## config.mk

```make
export PLATFORM = sky130hd
export DESIGN_NAME = cpu_control_unit
export DESIGN_NICKNAME = d
export VERILOG_FILES = /design/src/rtl/cpu_pkg.sv /design/src/rtl/cpu_decode.sv /design/src/rtl/cpu_control_unit.sv
export SDC_FILE = /design/constraint.sdc
export NUM_CORES = 1
export LEC_CHECK = 0
export CORE_UTILIZATION = 48
export DETAILED_ROUTE_END_ITERATION = 7
export GPL_ROUTABILITY_DRIVEN = 0
export PLACE_DENSITY = 0.84
export SYNTH_ARGS = -nofsm -noshare
export SYNTH_HDL_FRONTEND = slang
export SYNTH_SLANG_ARGS = --single-unit
```

## constraint.sdc

```tcl
create_clock -name clk -period 4.5 [get_ports clk]
set_clock_uncertainty 0.1 [all_clocks]
set_input_delay 0.9 -clock clk [delete_from_list [all_inputs] [get_ports clk]]
set_output_delay 0.9 -clock clk [all_outputs]
set_load 0.1 [all_outputs]
```

## src/rtl/cpu_pkg.sv

```systemverilog
// ============================================================================
// cpu_pkg : shared opcodes, ALU codes, FSM states and IR field positions
// Rev 1.0 : initial release
// ============================================================================
`default_nettype none

package cpu_pkg;

    localparam int OP_HI = 15;
    localparam int D_HI  = 11;
    localparam int S_HI  = 7;
    localparam int T_HI  = 3;

    localparam logic [3:0] OP_NOP  = 4'h0;
    localparam logic [3:0] OP_ADD  = 4'h1;
    localparam logic [3:0] OP_SUB  = 4'h2;
    localparam logic [3:0] OP_AND  = 4'h3;
    localparam logic [3:0] OP_OR   = 4'h4;
    localparam logic [3:0] OP_LD   = 4'h5;
    localparam logic [3:0] OP_ST   = 4'h6;
    localparam logic [3:0] OP_MOV  = 4'h7;
    localparam logic [3:0] OP_JMP  = 4'h8;
    localparam logic [3:0] OP_JZ   = 4'h9;
    localparam logic [3:0] OP_HALT = 4'hF;

    localparam logic [2:0] ALU_PASS_S = 3'd0;
    localparam logic [2:0] ALU_ADD    = 3'd1;
    localparam logic [2:0] ALU_SUB    = 3'd2;
    localparam logic [2:0] ALU_AND    = 3'd3;
    localparam logic [2:0] ALU_OR     = 3'd4;

    typedef enum logic [3:0] {
        ST_RESET   = 4'd0,
        ST_FETCH   = 4'd1,
        ST_DECODE  = 4'd2,
        ST_EXEC    = 4'd3,
        ST_WB      = 4'd4,
        ST_MEM_RD  = 4'd5,
        ST_WB_MEM  = 4'd6,
        ST_MEM_WR  = 4'd7,
        ST_JUMP    = 4'd8,
        ST_HALT    = 4'd9,
        ST_ILLEGAL = 4'd10
    } state_t;

    typedef enum logic [2:0] {
        CL_NOP  = 3'd0,
        CL_ALU  = 3'd1,
        CL_LD   = 3'd2,
        CL_ST   = 3'd3,
        CL_JMP  = 3'd4,
        CL_JZ   = 3'd5,
        CL_HALT = 3'd6,
        CL_ILL  = 3'd7
    } opclass_t;

endpackage

`default_nettype wire

```

## src/rtl/cpu_decode.sv

```systemverilog
// ============================================================================
// cpu_decode : combinational opcode -> {opcode class, alu_op, illegal}
// Rev 1.0 : initial release
// ============================================================================
`default_nettype none

module cpu_decode
    import cpu_pkg::*;
#(
    parameter int OPW  = 4,
    parameter int ALUW = 3
) (
    input  logic [OPW-1:0]  opcode,
    output opclass_t        op_class,
    output logic [ALUW-1:0] alu_op,
    output logic            illegal
);

    always_comb begin
        op_class = CL_ILL;
        alu_op   = ALU_PASS_S;
        illegal  = 1'b1;
        case (opcode)
            OP_NOP:  begin op_class = CL_NOP;  illegal = 1'b0; end
            OP_ADD:  begin op_class = CL_ALU;  alu_op = ALU_ADD; illegal = 1'b0; end
            OP_SUB:  begin op_class = CL_ALU;  alu_op = ALU_SUB; illegal = 1'b0; end
            OP_AND:  begin op_class = CL_ALU;  alu_op = ALU_AND; illegal = 1'b0; end
            OP_OR:   begin op_class = CL_ALU;  alu_op = ALU_OR;  illegal = 1'b0; end
            // MOV rides the ALU path with a pass-through of R[S]
            OP_MOV:  begin op_class = CL_ALU;  alu_op = ALU_PASS_S; illegal = 1'b0; end
            OP_LD:   begin op_class = CL_LD;   illegal = 1'b0; end
            OP_ST:   begin op_class = CL_ST;   illegal = 1'b0; end
            OP_JMP:  begin op_class = CL_JMP;  illegal = 1'b0; end
            OP_JZ:   begin op_class = CL_JZ;   illegal = 1'b0; end
            OP_HALT: begin op_class = CL_HALT; illegal = 1'b0; end
            default: begin op_class = CL_ILL;  illegal = 1'b1; end
        endcase
    end

endmodule

`default_nettype wire

```

## src/rtl/cpu_control_unit.sv

```systemverilog
// ============================================================================
// cpu_control_unit : multi-cycle Moore sequencer for the 16-bit RISC datapath
// Rev 1.0 : initial release
// ============================================================================
`default_nettype none

module cpu_control_unit
    import cpu_pkg::*;
#(
    parameter int OPW  = 4,
    parameter int RAW  = 4,
    parameter int ALUW = 3
) (
    input  logic            clk,
    input  logic            reset,
    input  logic [15:0]     ir,
    input  logic            z_flag,
    input  logic            mem_ready,
    output logic            ir_ld,
    output logic            pc_inc,
    output logic            pc_ld,
    output logic [RAW-1:0]  d_addr,
    output logic [RAW-1:0]  s_addr,
    output logic [RAW-1:0]  t_addr,
    output logic            rf_we,
    output logic            wb_sel,
    output logic [ALUW-1:0] alu_op,
    output logic            addr_sel,
    output logic            mem_rd,
    output logic            mem_wr,
    output logic            halted,
    output logic            illegal
);

    state_t          r_state;
    state_t          w_next;
    opclass_t        w_class;
    logic [ALUW-1:0] w_alu;
    logic            w_illegal_op;

    cpu_decode #(
        .OPW  (OPW),
        .ALUW (ALUW)
    ) u_decode (
        .opcode   (ir[OP_HI -: OPW]),
        .op_class (w_class),
        .alu_op   (w_alu),
        .illegal  (w_illegal_op)
    );

    always_comb begin
        w_next = ST_RESET;
        case (r_state)
            ST_RESET:   w_next = ST_FETCH;
            ST_FETCH:   w_next = mem_ready ? ST_DECODE : ST_FETCH;
            ST_DECODE: begin
                if (w_illegal_op) begin
                    w_next = ST_ILLEGAL;
                end else begin
                    case (w_class)
                        CL_NOP:        w_next = ST_FETCH;
                        CL_ALU:        w_next = ST_EXEC;
                        CL_LD:         w_next = ST_MEM_RD;
                        CL_ST:         w_next = ST_MEM_WR;
                        CL_JMP, CL_JZ: w_next = ST_JUMP;
                        CL_HALT:       w_next = ST_HALT;
                        default:       w_next = ST_ILLEGAL;
                    endcase
                end
            end
            ST_EXEC:    w_next = ST_WB;
            ST_WB:      w_next = ST_FETCH;
            ST_MEM_RD:  w_next = mem_ready ? ST_WB_MEM : ST_MEM_RD;
            ST_WB_MEM:  w_next = ST_FETCH;
            ST_MEM_WR:  w_next = mem_ready ? ST_FETCH : ST_MEM_WR;
            ST_JUMP:    w_next = ST_FETCH;
            ST_HALT:    w_next = ST_HALT;
            ST_ILLEGAL: w_next = ST_ILLEGAL;
            default:    w_next = ST_RESET;
        endcase
    end

    // Outputs are registered from the next state so each one is glitch-free
    // and valid for the whole cycle the FSM spends in that state.
    always_ff @(posedge clk or posedge reset) begin
        if (reset) begin
            r_state  <= ST_RESET;
            ir_ld    <= 1'b0;
            pc_inc   <= 1'b0;
            pc_ld    <= 1'b0;
            d_addr   <= '0;
            s_addr   <= '0;
            t_addr   <= '0;
            rf_we    <= 1'b0;
            wb_sel   <= 1'b0;
            alu_op   <= '0;
            addr_sel <= 1'b0;
            mem_rd   <= 1'b0;
            mem_wr   <= 1'b0;
            halted   <= 1'b0;
            illegal  <= 1'b0;
        end else begin
            r_state  <= w_next;
            ir_ld    <= (w_next == ST_DECODE);
            pc_inc   <= (w_next == ST_DECODE);
            // JUMP is only entered from DECODE, so the class is still valid here
            pc_ld    <= (w_next == ST_JUMP) &&
                        ((w_class == CL_JMP) || ((w_class == CL_JZ) && z_flag));
            if (r_state == ST_DECODE) begin
                d_addr <= ir[D_HI -: RAW];
                s_addr <= ir[S_HI -: RAW];
                t_addr <= ir[T_HI -: RAW];
            end
            rf_we    <= (w_next == ST_WB) || (w_next == ST_WB_MEM);
            wb_sel   <= (w_next == ST_WB_MEM);
            // alu_op stays stable through write-back so the result is held
            if (w_next == ST_EXEC) begin
                alu_op <= w_alu;
            end else if (w_next != ST_WB) begin
                alu_op <= '0;
            end
            addr_sel <= (w_next == ST_MEM_RD) || (w_next == ST_MEM_WR);
            mem_rd   <= (w_next == ST_FETCH) || (w_next == ST_MEM_RD);
            mem_wr   <= (w_next == ST_MEM_WR);
            halted   <= (w_next == ST_HALT);
            illegal  <= (w_next == ST_ILLEGAL);
        end
    end

endmodule

`default_nettype wire

```

==> results of run 1 <==
metrics by stage:
stage / util / instances / instance area, um^2
2_1_floorplan: - / 107 / 1310
3_3_place_gp: 0.688 / 174 / 1730
3_5_place_dp: 0.688 / 174 / 1730
4_1_cts: 0.696 / 177 / 1760
5_1_grt: 0.696 / 177 / 1760
6_report: 0.696 / 177 / 1760
cells by family (layout without fill, tap and decap cells):
kind of cell | count (synthesis) | after routing | synth area share
flip-flops | 28 | 28 | 0.535
multiplexers | 13 | 13 | 0.112
AND/OR/NAND/NOR | 35 | 35 | 0.185
AO/OA/AOI/OAI | 17 | 17 | 0.0946
XOR/XNOR | 2 | 2 | 0.0191
buffers and inverters | 12 | 52 | 0.0545
layer usage:
| layer | share of wire | wire (um) | vias to the layer above | global-route usage |
|---|---|---|---|---|
| met5 | 0 | 0 | - | 0 |
| met3 | 0.088 | 210 | 4 | 0.0333 |
| met2 | 0.49 | 1180 | 41 | 0.301 |
| met1 | 0.40 | 944 | 455 | 0.188 |
| met4 | 0.021 | 49 | 0 | 0.115 |
| li1 | - | - | 459 | - |
cells in the mapped netlist:
master / number / share of area
a211o_1: 1 / 0.0067
a21boi_0: 1 / 0.0057
a21oi_1: 1 / 0.0038
a2bb2oi_1: 1 / 0.0067
a31oi_1: 1 / 0.0048
a31oi_4: 1 / 0.016
and2_1: 1 / 0.0048
and2_2: 1 / 0.0057
and2b_1: 2 / 0.011
and3_1: 3 / 0.014
and3_2: 2 / 0.011
and3b_1: 1 / 0.0067
buf_2: 3 / 0.011
buf_4: 2 / 0.011
buf_6: 2 / 0.017
dfrtp_1: 28 / 0.54
inv_1: 4 / 0.011
inv_2: 1 / 0.0029
mux2_2: 13 / 0.11
nand2_1: 3 / 0.0086
nand3_1: 3 / 0.011
nand3b_1: 2 / 0.011
nand4_1: 1 / 0.0048
nand4b_1: 3 / 0.020
nor2_1: 4 / 0.011
nor2b_1: 2 / 0.0096
nor3_1: 2 / 0.0076
nor3b_1: 1 / 0.0057
nor4b_2: 1 / 0.011
nor4b_4: 1 / 0.018
o211ai_1: 2 / 0.011
o21a_1: 2 / 0.011
o21ai_0: 4 / 0.015
o21ai_1: 2 / 0.0076
o22ai_1: 1 / 0.0048
or2_1: 1 / 0.0048
or3_1: 1 / 0.0048
xnor2_2: 1 / 0.012
xor2_1: 1 / 0.0067
final timing paths:
check                      depth (start not counted)        from         to
hold reg to reg                                    2   alu_op[2]  alu_op[2]
min in group asynchronous                          2       reset  s_addr[1]
hold / removal                                     2   alu_op[2]  alu_op[2]
setup reg to reg                                   4  r_state[1]     mem_wr
max in group asynchronous                          2       reset  alu_op[0]
setup / recovery                                   1   alu_op[0]  alu_op[0]
power by group through the flow:
| stage | Combinational, W | Clock, W | Sequential (W) |
|---|---|---|---|
| after global routing | 0.0000328 | 0.000106 | 0.000252 |
| after detailed placement | 0.0000300 | 0 | 0.000256 |
| final | 0.0000298 | 0.0000944 | 0.000252 |
| after floorplan | 0.0000114 | 0 | 0.000256 |
| after CTS | 0.0000302 | 0.0000988 | 0.000252 |
| after global placement | 0.0000288 | 0 | 0.000256 |
registers in the layout (all words and copies together) (netlist names):
name      count
alu_op        3
illegal       1
r_state       4
mem_rd        1
mem_wr        1
t_addr        4
wb_sel        1
addr_sel      1
d_addr        4
rf_we         1
pc_inc        1
pc_ld         1
halted        1
s_addr        4
cell type report:
type | count | area [um^2] | share of cell area
multi-input combinational | 67 | 537 | 0.306
timing repair buffer | 44 | 440 | 0.251
clock buffer | 3 | 22.5 | 0.0128
inverter | 5 | 18.8 | 0.0107
tap | 30 | 37.5 | 0.0214
sequential | 28 | 701 | 0.399
==> metrics.txt, run 1 <==
Core Footprint=2520 um^2; row cnt=18; Setup-failing EPs final=0; Chip Width=54.2 um; Reg2Reg Setup Slack=2260 ps; Mean Syn Cell Area=12.2 um^2; Mapped Cells=107; Yosys reg bits=28; wire per inst=13.4 um; TNS Setup=0 ps; initial antenna violation count=0; drt total wl=2.38 mm; sw frac=0.201; Ys Warns=0; fraction of layout cells with a size suffix above 1=0.163; RSZ-0062 raised after global routing=no; Slew @ Worst Pin=1010 ps; CP required=3500 ps; Final nets=169; Clock Pin Slew Worst Setup and Hold Paths=130 ps; max_slew headroom=0.324; Detailed Place HPWL=1.82 mm; worst setup margin=1680 ps; family with the most delay on the worst path=buffers and inverters; Clk pwr share=0.251; Hold WC Path Type=reg -> reg; Seq pwr share=0.669; vias in the first global route=841; most common cell after layout, fill and taps aside=clkdlybuf4s50_1; sequential-to-total area share from yosys stat=0.535; filler instances=190; Net Sw Power=0.0000754 W; CP Capture Type=output pin; Total GRT Usage=0.172; number of I/O pins=45; vias per cell=5.42; Bufs and invs on worst path=1; Layout area overhead=34.2%; cts repair resizes=0; synth unique cells=39; GRT overflow=0; post-cts hold buffer count=0; worst path cell trace=clkdlybuf4s50_1; crit path DAT=1820 ps; Mapped Area=1310 um^2; most frequent cells in the layout=clkdlybuf4s50_1, dfrtp_1, mux2_2; Remaining DRCs=0; setup slack at placement=1830 ps; Mapped Nets=127; critical path class=reg -> out; power share of the combinational group=0.079; leakage=0.778 nW; global-route wire length before repair=3.50 mm; total iterations of the first detailed-routing run=4; CTS sink cnt=28; input/output buffers=44; Final Max Tran Viols=0; clock tree buffer depth=2; period utilization=0.627; Max-cap violations=0; ANT nets after route=0; PwrDens=214 nW/um^2; Crit-path slowest cell=clkdlybuf4s50_1; Clock Tree Root=clkbuf_4; PnR Total Power=0.000376 W; die height=54.2 um; setup bufs post-CTS=0; CP peak stage delay=1140 ps; Internal=0.000300 W; htree depth=1; VDD IR-drop max=188 uV; clock latency on the worst-skew pair=310 ps; largest net degree at the start of global routing=29; Startpoint Class=flop; total CTS buffers=3; vias=959; Hold Vio Cnt, Final=0; ANT cells=0; f_max=355 MHz; Final Critical Period=2820 ps; initial drt markers=6; starting density of the core=0.519; Crit Path Max Fanout=2; status=finished clean; Hold Slack=398 ps; Die ar.=2940 um^2; TritonCTS clock tree=built
Power figures use the tool's default switching activity.
==> inputs of run 2 (changes only) <==
Settings changed: CORE_UTILIZATION 48 to 44, PLACE_DENSITY 0.84 to 0.78.
Clock period 4.5 ns to 2.8 ns, I/O delays scaled along.
==> metrics.txt, run 2 (synthesis results as in run 1) <==
CP Capture Type=flop; post-cts hold buffer count=0 (unchanged); flip-flop and latch area=701 um^2 (unchanged); input/output buffers=44 (unchanged); wl on met1=1.05 mm (+11%); PnR Total Power=0.000645 W (+72%); crit path launch=ir[15]; initial drt markers=14 (+8); Max-cap violations=0 (unchanged); htree depth=1 (unchanged); clock tree buffer depth=2 (unchanged); cts repair resizes=0 (unchanged); VDD IR-drop max=234 uV (+24%); Startpoint Class=input port; total CTS buffers=3 (unchanged); critical path class=in -> reg; Crit-path slowest cell=clkdlybuf4s50_1; vias=950 (-0.94%); Post-DP Area=1690 um^2 (-2.7%); CP required=2940 ps (-560 ps); worst hold start=alu_op[1]; Final Max Tran Viols=0 (unchanged); die height=56.5 um (+4.3%); filler instances=218 (+15%); Clock Tree Root=clkbuf_4; Final Critical Period=2060 ps; GRT overflow=0 (unchanged); RSZ-0062 raised after global routing=no; TNS Setup=0 ps (unchanged); period utilization=0.736; multi-input combinational cell area=537 um^2 (unchanged); vias per cell=5.25 (-3.1%); most frequent cells in the layout=dfrtp_1, buf_4, clkdlybuf4s50_1; Final Instance Area=1720 um^2 (-1.9%); CP peak stage delay=670 ps (-470 ps); Layout area overhead=31.7%; total iterations of the first detailed-routing run=2 (-2); family with the most delay on the worst path=buffers and inverters; Slew @ Worst Pin=410 ps (-602 ps); Detailed Place HPWL=1.80 mm (-1.2%); vias in the first global route=952 (+13%); largest net degree at the start of global routing=29 (unchanged); ANT nets after route=0 (unchanged); Clock Pin Slew Worst Setup and Hold Paths=140 ps (about the same); TritonCTS clock tree=built; starting density of the core=0.471 (-0.0483); Hold Vio Cnt, Final=0 (unchanged); status=finished clean; PwrDens=374 nW/um^2 (+75%); Reg2Reg Depth=5 (+1); Met2 Wirelength=1.15 mm (-1.9%); global-route wire length before repair=4.09 mm (+17%); Remaining DRCs=0 (unchanged); wire per inst=13.1 um (-2.7%); leakage=0.845 nW (+8.6%); Critical Path Stages=6 (+5); Hold Path Stages=2 (unchanged); row cnt=19 (+1); clock latency on the worst-skew pair=320 ps (about the same); worst path cell trace=clkdlybuf4s50_1, xnor2_2, nand4b_1, a31oi_4, inv_2, nor4b_2; uppermost layer routed=met4; Crit Path Max Fanout=8 (+6); Bufs and invs on worst path=2 (+1); most common cell after layout, fill and taps aside=dfrtp_1; number of I/O pins=45 (unchanged); Final nets=171 (+1.2%); max_slew headroom=0.726 (+0.402); fraction of layout cells with a size suffix above 1=0.347 (+0.183); drt total wl=2.37 mm (-0.50%); initial antenna violation count=0 (unchanged); Chip Width=56.5 um (+4.3%); CTS sink cnt=28 (unchanged); Total GRT Usage=0.165 (-0.00752); f_max=485 MHz; routed length on met3=155 um (-26%); setup bufs post-CTS=0 (unchanged); Die ar.=3200 um^2 (+8.8%); crit path DAT=2200 ps (+380 ps); ANT cells=0 (unchanged); reg-to-reg critical path startpoint=r_state[2]; Hold WC Path Type=reg -> reg; Core Footprint=2780 um^2 (+10%); Setup-failing EPs final=0 (unchanged)
run 2: cell types whose count changed in the layout (fill, tap and decap cells not counted), sizes merged:
cell / previous run / this run
clkbuf: 3 / 4
clkdlybuf4s50: 44 / 19
buf: 0 / 27
run 2: final cells by class:
type / count / share of cell area
multi-input cells: 67 / 0.311
well taps: 31 / 0.0225
repair buffers: 46 / 0.228
flip-flops and latches: 28 / 0.406
clock buffers: 4 / 0.0210
inverters: 5 / 0.0109
run 2: metal layers:
layer / track usage / vias to the layer above
met4: 0.0592 / 0
met3: 0.0276 / 2
li1: - / 466
met1: 0.216 / 451
met5: 0 / -
met2: 0.276 / 31
run 2: worst reg2reg max path: stages, from the launching register on:
cell	delay, ps
dfrtp_1	550
nor4b_4	290
buf_4	250
nand3_1	140
o21a_1	240
nor3_1	150
run 2: final timing paths:
path / end / slack, ps
worst max-delay path: pc_ld / 740
min in group asynchronous: t_addr[2] / 480
worst min-delay path: alu_op[1] / 410
max in group asynchronous: t_addr[3] / 1880
worst max register to register: mem_wr / 1010
worst min register to register: alu_op[1] / 410
run 2: power by group:
group | leakage [nW] | internal (W) | switching, W
combinational | 0.448 | 0.0000291 | 0.0000196
clock | 0.0210 | 0.0000794 | 0.000112
sequential | 0.376 | 0.000404 | 0
run 2: metrics by stage:
step                std cells  worst slack, ps  hold slack (ps)  utilization
floorplan                 107              816              525            -
global route              181              627              438        0.620
finish                    181              738              407        0.620
CTS                       181              754              410        0.620
global placement          177              513              386        0.607
detailed placement        177              411              378        0.607
==> inputs of run 3 (changes only) <==
Settings changed: CORE_UTILIZATION 44 to 40, PLACE_DENSITY 0.78 to 0.75.
Clock period 2.8 ns to 1.8 ns, I/O delays scaled along.
==> metrics.txt, run 3 (synthesis results as in run 1) <==
Total GRT Usage=0.190 (+0.0254); clock latency on the worst-skew pair=330 ps (about the same); ANT cells=0 (unchanged); Hold WC Path Type=in -> async; f_max=600 MHz; Clock Tree Root=clkbuf_4; critical path class=reg -> reg; fraction of layout cells with a size suffix above 1=0.394 (+0.0471); crit path DAT=1800 ps (-400 ps); vias per cell=5.01 (-4.5%); most common cell after layout, fill and taps aside=dfrtp_1; htree depth=1 (unchanged); post-cts hold buffer count=0 (unchanged); wire per inst=14.3 um (+9.7%); initial drt markers=14 (unchanged); Final Core Density=0.692 (+0.0720); setup bufs post-CTS=0 (unchanged); CTS sink cnt=28 (unchanged); Hold Vio Cnt, Final=0 (unchanged); Post-DP Area=2090 um^2 (+24%); TritonCTS clock tree=built; VDD IR-drop max=264 uV (+13%); input/output buffers=44 (unchanged); Max-cap violations=0 (unchanged); worst path cell trace=buf_4, nor4b_4, buf_4, mux2_2; CP Capture Type=flop; period utilization=0.927; total CTS buffers=3 (unchanged); Slew @ Worst Pin=392 ps (-18.9 ps); vias=1023 (+7.7%); TNS Setup=0 ps (unchanged); CP most frequent cell=buf_4; starting density of the core=0.425 (-0.0453); Setup-failing EPs final=0 (unchanged); Crit-path slowest cell=dfrtp_1; Layout area overhead=62.7%; number of I/O pins=45 (unchanged); CP peak stage delay=470 ps (-200 ps); leakage=0.960 nW (+14%); filler instances=223 (+2.3%); clock tree buffer depth=2 (unchanged); drt total wl=2.93 mm (+24%); cts repair resizes=0 (unchanged); Chip Width=59.2 um (+4.7%); RSZ-0062 raised after global routing=no; Clock Pin Slew Worst Setup and Hold Paths=150 ps (about the same); Final Instance Area=2130 um^2 (+24%); non-filler instance count after layout=204 (+13%); Startpoint Class=flop; Detailed Place HPWL=2.26 mm (+26%); total iterations of the first detailed-routing run=5 (+3); max_slew headroom=0.739 (+0.0126); largest net degree at the start of global routing=29 (unchanged); Crit Path Max Fanout=12 (+4); Die ar.=3500 um^2 (+9.6%); Bufs and invs on worst path=2 (unchanged); status=finished clean; PwrDens=482 nW/um^2 (+29%); vias in the first global route=1100 (+16%); GRT overflow=0 (unchanged); die height=59.2 um (+4.7%); Final nets=181 (+5.8%); ANT nets after route=0 (unchanged); PnR Total Power=0.00103 W (+59%); Final Critical Period=1670 ps; Core Footprint=3080 um^2 (+11%); CP required=1930 ps (-1010 ps); initial antenna violation count=0 (unchanged); most frequent cells in the layout=dfrtp_1, buf_12, clkdlybuf4s50_1; Placed Instances=200 (+13%); Final Max Tran Viols=0 (unchanged); global-route wire length before repair=4.98 mm (+22%); family with the most delay on the worst path=flip-flops; Remaining DRCs=0 (unchanged); row cnt=20 (+1)
## run 3: cell type report
type | instances | area [um^2] | area share
timing repair buffer | 56 | 781 | 0.367
inverter | 5 | 18.8 | 0.00881
multi-input combinational | 67 | 537 | 0.252
sequential | 28 | 702 | 0.330
clock buffer | 4 | 36.3 | 0.0170
tap | 44 | 55.1 | 0.0259
## run 3: worst register-to-register path: cells and delay by family, from the launching register on
family        cells  cell delay [ps]
simple gates      1              230
buf+inv           2              430
flops             1              470
mux               1              350
## run 3: layer usage
layer,wire length [um],GRT usage,part of all wire
met1,1190,0.227,0.41
met2,1500,0.343,0.51
met5,0,0,0
met4,21,0.0544,0.0072
met3,206,0.0393,0.070
## run 3: through the flow
stage	worst slack, ps	hold WS, ps
4_1_cts	90.6	288
2_1_floorplan	16.0	325
5_1_grt	2.26	314
3_5_place_dp	-242	437
3_3_place_gp	-164	426
6_report	132	275
## run 3: final timing paths
kind,from,end,slack [ps],cells past startpoint
max in group asynchronous,reset,r_state[1],1050,3
setup reg to reg,r_state[3],s_addr[2],130,4
min in group clk,alu_op[0],alu_op[0],460,2
hold reg to reg,alu_op[0],alu_op[0],460,2
hold / removal,reset,s_addr[2],270,3
setup / recovery,r_state[3],s_addr[2],130,4
## run 3: power by group
| part | leakage, nW | total (W) | switching, W | internal [W] |
|---|---|---|---|---|
| Combinational | 0.565 | 0.0000864 | 0.0000341 | 0.0000523 |
| Sequential | 0.374 | 0.000629 | 0 | 0.000629 |
| Clock | 0.0210 | 0.000312 | 0.000188 | 0.000124 |
| Total | 0.960 | 0.00103 | 0.000222 | 0.000805 |
